<file path="src/rtl/reg_cmd_issuer.sv">
`default_nettype none
// ============================================================================
// Module      : reg_cmd_issuer
// Description : Command front end for the register bank. Register micro-ops
//               (clear / load / decrement / increment with target register,
//               load data and repeat count) are buffered in a small FIFO and
//               issued one per clock as a one-hot register enable plus shared
//               funsel / data buses. Increment and decrement ops keep their
//               enable asserted for a programmed number of cycles.
// Revision    : 1.0 - initial release
// ----------------------------------------------------------------------------
// Ports
//   clock       in   1               rising-edge clock
//   reset_n     in   1               asynchronous active-low reset
//   cmd_valid   in   1               command present
//   cmd_ready   out  1               FIFO can accept a command (not full)
//   cmd_funsel  in   2               00 clear, 01 load, 10 decrement, 11 increment
//   cmd_sel     in   clog2(NRegs)    target register index
//   cmd_data    in   NBits           load value
//   cmd_count   in   CntBits         inc/dec repeat count (0 behaves as 1)
//   reg_e       out  NRegs           one-hot register enable (registered)
//   reg_funsel  out  2               funsel to bank (registered)
//   reg_i       out  NBits           data to bank (registered)
//   busy        out  1               FIFO non-empty or a repeat in progress
//   level       out  clog2(Depth+1)  FIFO occupancy
// ============================================================================
module reg_cmd_issuer #(
  parameter int NBits   = 8,
  parameter int NRegs   = 4,
  parameter int Depth   = 4,
  parameter int CntBits = 4
) (
  input  logic                       clock,
  input  logic                       reset_n,
  input  logic                       cmd_valid,
  output logic                       cmd_ready,
  input  logic [1:0]                 cmd_funsel,
  input  logic [$clog2(NRegs)-1:0]   cmd_sel,
  input  logic [NBits-1:0]           cmd_data,
  input  logic [CntBits-1:0]         cmd_count,
  output logic [NRegs-1:0]           reg_e,
  output logic [1:0]                 reg_funsel,
  output logic [NBits-1:0]           reg_i,
  output logic                       busy,
  output logic [$clog2(Depth+1)-1:0] level
);

  localparam int SEL_W = $clog2(NRegs);
  localparam int PTR_W = $clog2(Depth);
  localparam int LVL_W = $clog2(Depth+1);
  localparam int ENT_W = 2 + SEL_W + NBits + CntBits;

  localparam logic [LVL_W-1:0]   C_FULL    = LVL_W'(Depth);
  localparam logic [LVL_W-1:0]   C_LVL_ONE = LVL_W'(1);
  localparam logic [PTR_W-1:0]   C_PTR_ONE = PTR_W'(1);
  localparam logic [CntBits-1:0] C_CNT_ONE = CntBits'(1);
  localparam logic [1:0]         C_FS_LOAD = 2'b01;

  typedef enum logic [0:0] {
    S_IDLE   = 1'b0,
    S_REPEAT = 1'b1
  } state_t;

  state_t               r_state;
  state_t               w_state_nxt;

  // FIFO storage and bookkeeping; an entry is {funsel, sel, data, count}.
  logic [ENT_W-1:0]     r_mem [Depth];
  logic [PTR_W-1:0]     r_wptr;
  logic [PTR_W-1:0]     r_rptr;
  logic [LVL_W-1:0]     r_level;

  logic [CntBits-1:0]   r_rem;
  logic [CntBits-1:0]   w_rem_nxt;
  logic [NRegs-1:0]     r_reg_e;
  logic [NRegs-1:0]     w_reg_e_nxt;
  logic [1:0]           r_reg_funsel;
  logic [1:0]           w_reg_funsel_nxt;
  logic [NBits-1:0]     r_reg_i;
  logic [NBits-1:0]     w_reg_i_nxt;

  logic                 w_push;
  logic                 w_pop;
  logic                 w_empty;
  logic                 w_ready;
  logic [ENT_W-1:0]     w_head;
  logic [1:0]           w_head_funsel;
  logic [SEL_W-1:0]     w_head_sel;
  logic [NBits-1:0]     w_head_data;
  logic [CntBits-1:0]   w_head_count;
  logic [NRegs-1:0]     w_head_onehot;

  // Ready is a function of occupancy only, so a full FIFO refuses a push
  // even when the head is popped in the same cycle.
  assign w_ready = (r_level != C_FULL);
  assign w_empty = (r_level == '0);
  assign w_push  = cmd_valid && w_ready;

  assign w_head        = r_mem[r_rptr];
  assign w_head_funsel = w_head[ENT_W-1 -: 2];
  assign w_head_sel    = w_head[SEL_W+NBits+CntBits-1 -: SEL_W];
  assign w_head_data   = w_head[NBits+CntBits-1 -: NBits];
  assign w_head_count  = w_head[CntBits-1:0];

  always_comb begin
    w_head_onehot             = '0;
    w_head_onehot[w_head_sel] = 1'b1;
  end

  // --------------------------------------------------------------------------
  // FIFO
  // --------------------------------------------------------------------------
  always_ff @(posedge clock) begin
    if (w_push) begin
      r_mem[r_wptr] <= {cmd_funsel, cmd_sel, cmd_data, cmd_count};
    end
  end

  always_ff @(posedge clock or negedge reset_n) begin
    if (!reset_n) begin
      r_wptr  <= '0;
      r_rptr  <= '0;
      r_level <= '0;
    end else begin
      if (w_push) begin
        r_wptr <= r_wptr + C_PTR_ONE;
      end
      if (w_pop) begin
        r_rptr <= r_rptr + C_PTR_ONE;
      end
      case ({w_push, w_pop})
        2'b10:   r_level <= r_level + C_LVL_ONE;
        2'b01:   r_level <= r_level - C_LVL_ONE;
        default: r_level <= r_level;
      endcase
    end
  end

  // --------------------------------------------------------------------------
  // Issue FSM: state register
  // --------------------------------------------------------------------------
  always_ff @(posedge clock or negedge reset_n) begin
    if (!reset_n) begin
      r_state      <= S_IDLE;
      r_rem        <= '0;
      r_reg_e      <= '0;
      r_reg_funsel <= 2'b00;
      r_reg_i      <= '0;
    end else begin
      r_state      <= w_state_nxt;
      r_rem        <= w_rem_nxt;
      r_reg_e      <= w_reg_e_nxt;
      r_reg_funsel <= w_reg_funsel_nxt;
      r_reg_i      <= w_reg_i_nxt;
    end
  end

  // --------------------------------------------------------------------------
  // Issue FSM: next state and next registered outputs
  // --------------------------------------------------------------------------
  always_comb begin
    w_state_nxt      = r_state;
    w_rem_nxt        = r_rem;
    w_reg_e_nxt      = r_reg_e;
    w_reg_funsel_nxt = r_reg_funsel;
    w_reg_i_nxt      = r_reg_i;
    w_pop            = 1'b0;

    case (r_state)
      S_IDLE: begin
        if (!w_empty) begin
          w_pop            = 1'b1;
          w_reg_e_nxt      = w_head_onehot;
          w_reg_funsel_nxt = w_head_funsel;
          w_reg_i_nxt      = (w_head_funsel == C_FS_LOAD) ? w_head_data : '0;
          // funsel[1] marks inc/dec; counts of 0 and 1 both mean one cycle.
          if (w_head_funsel[1] && (w_head_count > C_CNT_ONE)) begin
            w_rem_nxt   = w_head_count - C_CNT_ONE;
            w_state_nxt = S_REPEAT;
          end
        end else begin
          // Bus values are left as they were; only the enable drops.
          w_reg_e_nxt = '0;
        end
      end

      S_REPEAT: begin
        // rem counts the enable cycles still to come after the current one.
        w_rem_nxt = r_rem - C_CNT_ONE;
        if (r_rem == C_CNT_ONE) begin
          w_state_nxt = S_IDLE;
        end
      end

      default: begin
        w_state_nxt = S_IDLE;
      end
    endcase
  end

  assign cmd_ready  = w_ready;
  assign reg_e      = r_reg_e;
  assign reg_funsel = r_reg_funsel;
  assign reg_i      = r_reg_i;
  assign level      = r_level;
  // The last enable cycle of a repeat is spent back in IDLE, so busy is
  // already low then unless more commands are queued.
  assign busy       = !w_empty || (r_state == S_REPEAT);

endmodule
`default_nettype wire

</file>
<file path="config.mk">
export PLATFORM = sky130hd
export DESIGN_NAME = reg_cmd_issuer
export DESIGN_NICKNAME = d
export VERILOG_FILES = /design/src/rtl/reg_cmd_issuer.sv
export SDC_FILE = /design/constraint.sdc
export NUM_CORES = 1
export LEC_CHECK = 0
export BUFFER_PORTS_ARGS = -buffer_cell sky130_fd_sc_hd__buf_2
export CORE_UTILIZATION = 35
export DETAILED_ROUTE_END_ITERATION = 8
export SLEW_MARGIN = 20
export SYNTH_ARGS = -nofsm -noshare
export SYNTH_HDL_FRONTEND = slang
export SYNTH_SLANG_ARGS = --single-unit
</file>
<file path="constraint.sdc">
create_clock -name clock -period 2.4 [get_ports clock]
set_input_delay 0.12 -clock clock [delete_from_list [all_inputs] [get_ports clock]]
set_output_delay 0.12 -clock clock [all_outputs]
set_load 0.02 [all_outputs]
</file>
==> results.md <==
Outcome:
- The flow ran to the end, and the final reports show no timing, DRC or antenna violations.

Pwr:
- The clock network is responsible for roughly 18% of the overall power.
- The internal portion of the total power is 3.44 mW.
- Overall power consumption after layout is estimated at 5.23 mW.
- The net switching share of the total power is about a third.
- The share of power burned in combinational logic is 38.8%.
- In this run the power spent charging and discharging nets is 1.80 mW.
- The leakage power is around 1.8 nW.
- IR analysis of the VDD net gives a maximum drop of 0.457 mV.
- The share of total power in sequential cells is 43.4%.
- The power density over the cells is 1150 mW/mm^2.

Logic synthesis:
- By count the netlist is led by sky130_fd_sc_hd__edfxtp_1 (64), sky130_fd_sc_hd__dfrtp_1 (26), sky130_fd_sc_hd__nand2_1 (26).
- Among all cell types in the netlist, the one instantiated most often is sky130_fd_sc_hd__edfxtp_1.
- The number of storage elements in the synthesis netlist is 90.
- The number of nets in the synthesized netlist is about 260.
- Yosys mapped a number of flops with a built-in enable equal to 64.
- Summed over all instances, the cell type with the most area after synthesis is sky130_fd_sc_hd__edfxtp_1.
- The number of instances in the synthesized netlist is 230.
- Dividing the synthesized area by the synthesized cell count gives 16.3 um^2.
- By area the synthesized netlist is led by sky130_fd_sc_hd__edfxtp_1 (51%), sky130_fd_sc_hd__dfrtp_1 (17%), sky130_fd_sc_hd__mux4_2 (6.0%).
- In the synthesized netlist the async set-or-reset flop fraction comes to 28.9%.
- The number of distinct library cells after synthesis is 39.
- In this run the cell area of the synthesized design comes to 0.00375 mm^2.
- The primary flip-flop cell chosen by synthesis mapping is sky130_fd_sc_hd__edfxtp_1.
- The total of warnings raised by yosys is 0.
- For this run, the register share of the synthesized area comes to around 70%.
- In this run the biggest area consumer among cell types represents a little over 50% of the synthesized area.

STA:
- The count of pins over their slew limit is 0.
- For the pin with the worst max-slew slack, the measured transition is 0.612 ns.
- The total negative slack is 0 ns.
- The largest clock skew in the final design is 0.00818 ns.
- The worst slack on hold paths is 0.195 ns.
- Setup violations remaining at the end of the flow were counted as 0.
- Derived from the worst setup path, the maximum achievable clock frequency is about 440 MHz.
- The shortest period the worst path allows is 2.29 ns.
- The final critical path takes up 95.3% of the cycle.
- The final number of hold-violating endpoints was 0.
- Headroom to the max-slew limit came out at about three fifths.
- Setup repair after global routing left no endpoint under its margin.

GRT:
- Global routing consumed, over all layers together, around 14% of the routing resources.
- The initial antenna violation count is 0.
- The first global-routing pass estimated about 12 mm of wire.
- Entering global routing, the biggest net connects 27 pins.
- The number of global-route vias before repair is 2,267.
- The overall overflow remaining after global route is 0.

Hold path:
- The path class of the tightest hold or removal check is primary input to register.

Clocking:
- The CTS sink count is 90.
- The clock reaches the later pin of the worst-skew pair after between 0.3 and 0.4 ns.
- The clock tree synthesis step divided the H-tree into 3 levels.
- After clock tree synthesis, the clock-pin slew on the worst setup and hold paths is around 0.080 ns.
- The tree is rooted in a sky130_fd_sc_hd__clkbuf_8.
- The clock passes through at most 2 buffers.
- In this run, CTS created clock tree buffers numbering 9.
- The clock tree from TritonCTS is built.

Detailed routing:
- In the routed design, unresolved DRC markers number 0.
- The overall via count from detail_route is 2,122.
- The via-per-instance ratio is 4.76.
- In the final routed layout, each cell accounts on average for 15.8 um.
- The total iterations of the first detailed-routing run is 4.
- The antenna violation net count after detailed routing is 0.
- The routed design has 7.05 mm of wire.
- The starting DRC count in detailed routing is 134.

Critical path:
- The category of the most critical setup path is register to register.
- The number of cells on the worst reg-to-reg path is 8.
- The kind of start point of the critical path is a register.
- STA classifies the critical path endpoint as a register.
- The endpoint identified for the worst register-to-register timing path is r_rem[2].
- STA puts the critical path data arrival time at around 2.5 ns.
- The setup check on the worst reg-to-reg path leaves a slack of 0.11 ns.
- At the worst endpoint, the required time is 2.64 ns.
- On the critical path, the stage with the largest delay is an instance of sky130_fd_sc_hd__or4_1.
- The cell depth of the worst setup path is 8.
- The delay of the slowest cell on the worst path is 0.46 ns.
- The count of buffer and inverter cells on the critical path is 2.
- The most critical setup path has its startpoint at r_rptr[0].
- Along the worst path, the maximum fanout reaches 4.
- The critical path goes through buf_4 > mux4_2 > inv_1 > ha_2 > o21ba_2 > a31o_2 > or4_1 > o311ai_0.
- The launch instance of the worst register-to-register path is r_rptr[0].
- The family with the most delay on the worst path is compound AO/OA/AOI/OAI gates.
- The most critical setup path has its endpoint at r_rem[2].

Layout:
- After routing the design area is 0.00455 mm^2.
- The area growth from synthesis to layout is 21.2%.
- The final layout net count is 334.
- The number of antenna repair diodes is 0.
- Fill cells in the final layout number between 900 and 1,000.
- The fraction of layout instances using a drive strength above 1 is roughly 30%.

Die:
- The die covers 0.0111 mm^2.
- The core region is 0.0104 mm^2.
- The initial utilization of the core area, before any placement, comes to 36.2%.
- 38 I/O pins were placed.
- The die is 106 um tall.
- The floorplan has 37 rows.
- The floorplan step set the die width to between 100 and 150 um.

Run:
- The tool flagged a number of max-cap violations equal to 0.

Place:
- The routability congestion estimate is 0.711.
- Summing all placed instances gives a cell area of around 0.0042 mm^2.
- The detailed placer's ending HPWL is around 4.7 mm.
- The count of input and output buffers is 37.
## cell type report
class                           instances  area [um^2]  share of cell area [%]
Inverter                               21         78.8                    1.73
Clock inverter                          5         36.3                   0.798
Tap cell                              136          170                    3.74
Timing Repair Buffer                   71          483                    10.6
Multi-Input combinational cell        112         1070                    23.5
Sequential cell                        90         2570                    56.5
Clock buffer                           11          141                    3.11
## power groups by stage
stage               registers [mW]  clock network [mW]  logic, mW
floorplan                     2.37                   0       1.30
global placement              2.30                   0       1.97
detailed placement            2.32                   0       1.99
CTS                           2.28               0.972       2.04
global route                  2.32                1.03       2.27
finish                        2.27               0.932       2.03
## kinds of logic (layout without fill, tap and decap cells)
group | after synthesis | in the layout | share of synthesized area, %
flops | 90 | 90 | 68.5
xor+xnor | 9 | 9 | 2.10
buf+inv | 28 | 108 | 3.10
fa+ha+maj | 10 | 10 | 3.53
compound gates | 29 | 29 | 5.53
simple gates | 41 | 41 | 5.06
mux | 23 | 23 | 12.2
## metal layers
metal	vias up	global-route usage [%]	wire, um
li1	1012	-	-
met1	1068	17.7	3250
met2	35	24.1	3510
met3	7	3.71	248
met4	0	4.17	44
met5	-	0	0
## placed cells by master, fill, tap and decap left out, types with 4 or more instances in the layout
cell type / netlist / final
sky130_fd_sc_hd__nand2_1: 26 / 26
sky130_fd_sc_hd__and3_1: 4 / 4
sky130_fd_sc_hd__o21ai_0: 13 / 11
sky130_fd_sc_hd__buf_4: 0 / 17
sky130_fd_sc_hd__mux4_1: 6 / 5
sky130_fd_sc_hd__mux2i_1: 4 / 4
sky130_fd_sc_hd__ha_1: 9 / 7
sky130_fd_sc_hd__edfxtp_1: 64 / 64
sky130_fd_sc_hd__mux4_2: 10 / 11
sky130_fd_sc_hd__clkbuf_8: 0 / 10
sky130_fd_sc_hd__inv_1: 20 / 20
sky130_fd_sc_hd__dlygate4sd3_1: 0 / 17
sky130_fd_sc_hd__xor2_1: 4 / 4
sky130_fd_sc_hd__xnor2_1: 5 / 5
sky130_fd_sc_hd__dfrtp_1: 26 / 26
sky130_fd_sc_hd__buf_2: 3 / 37
## worst min-delay path by stage
stage                          from        end  slack (ns)  cells past startpoint
after floorplan             reset_n   level[0]       -0.18                      0
after global placement      reset_n   r_rem[1]        0.16                      1
after detailed placement    reset_n   r_rem[1]        0.18                      1
after CTS                 cmd_valid  r_wptr[0]        0.18                      3
after global routing      cmd_valid  r_wptr[0]        0.20                      3
final                     cmd_valid  r_wptr[0]        0.20                      3
## metrics by stage
step	setup WS [ns]	instances	utilization, %
global placement	0.0426	411	40.4
floorplan	0.0287	230	-
CTS	0.0507	445	43.8
global route	0.0140	446	43.9
finish	0.113	446	43.9
detailed placement	0.0133	411	40.4
## registers in the layout (all words and copies together) (netlist names)
name / flops
level: 3
r_mem: 64
r_rem: 4
r_rptr: 2
r_state: 1
r_wptr: 2
reg_e: 4
reg_funsel: 2
reg_i: 8
## tightest hold or removal path: cells and delay by family
family | cells | cell delay, ns
XOR/XNOR | 1 | 0.08
buffers and inverters | 1 | 0.11
AND/OR/NAND/NOR | 1 | 0.20
## timing repair
| action | CTS | global route |
|---|---|---|
| pin swaps | 0 | 0 |
| buffers inserted | 1 | 1 |
| endpoints found under the setup margin | 1 | 4 |
| gates resized for setup | 0 | 5 |
| hold endpoints to repair | 90 | 0 |
| hold buffers | 17 | 0 |
No activity file was read; power rests on OpenSTA's default activity.
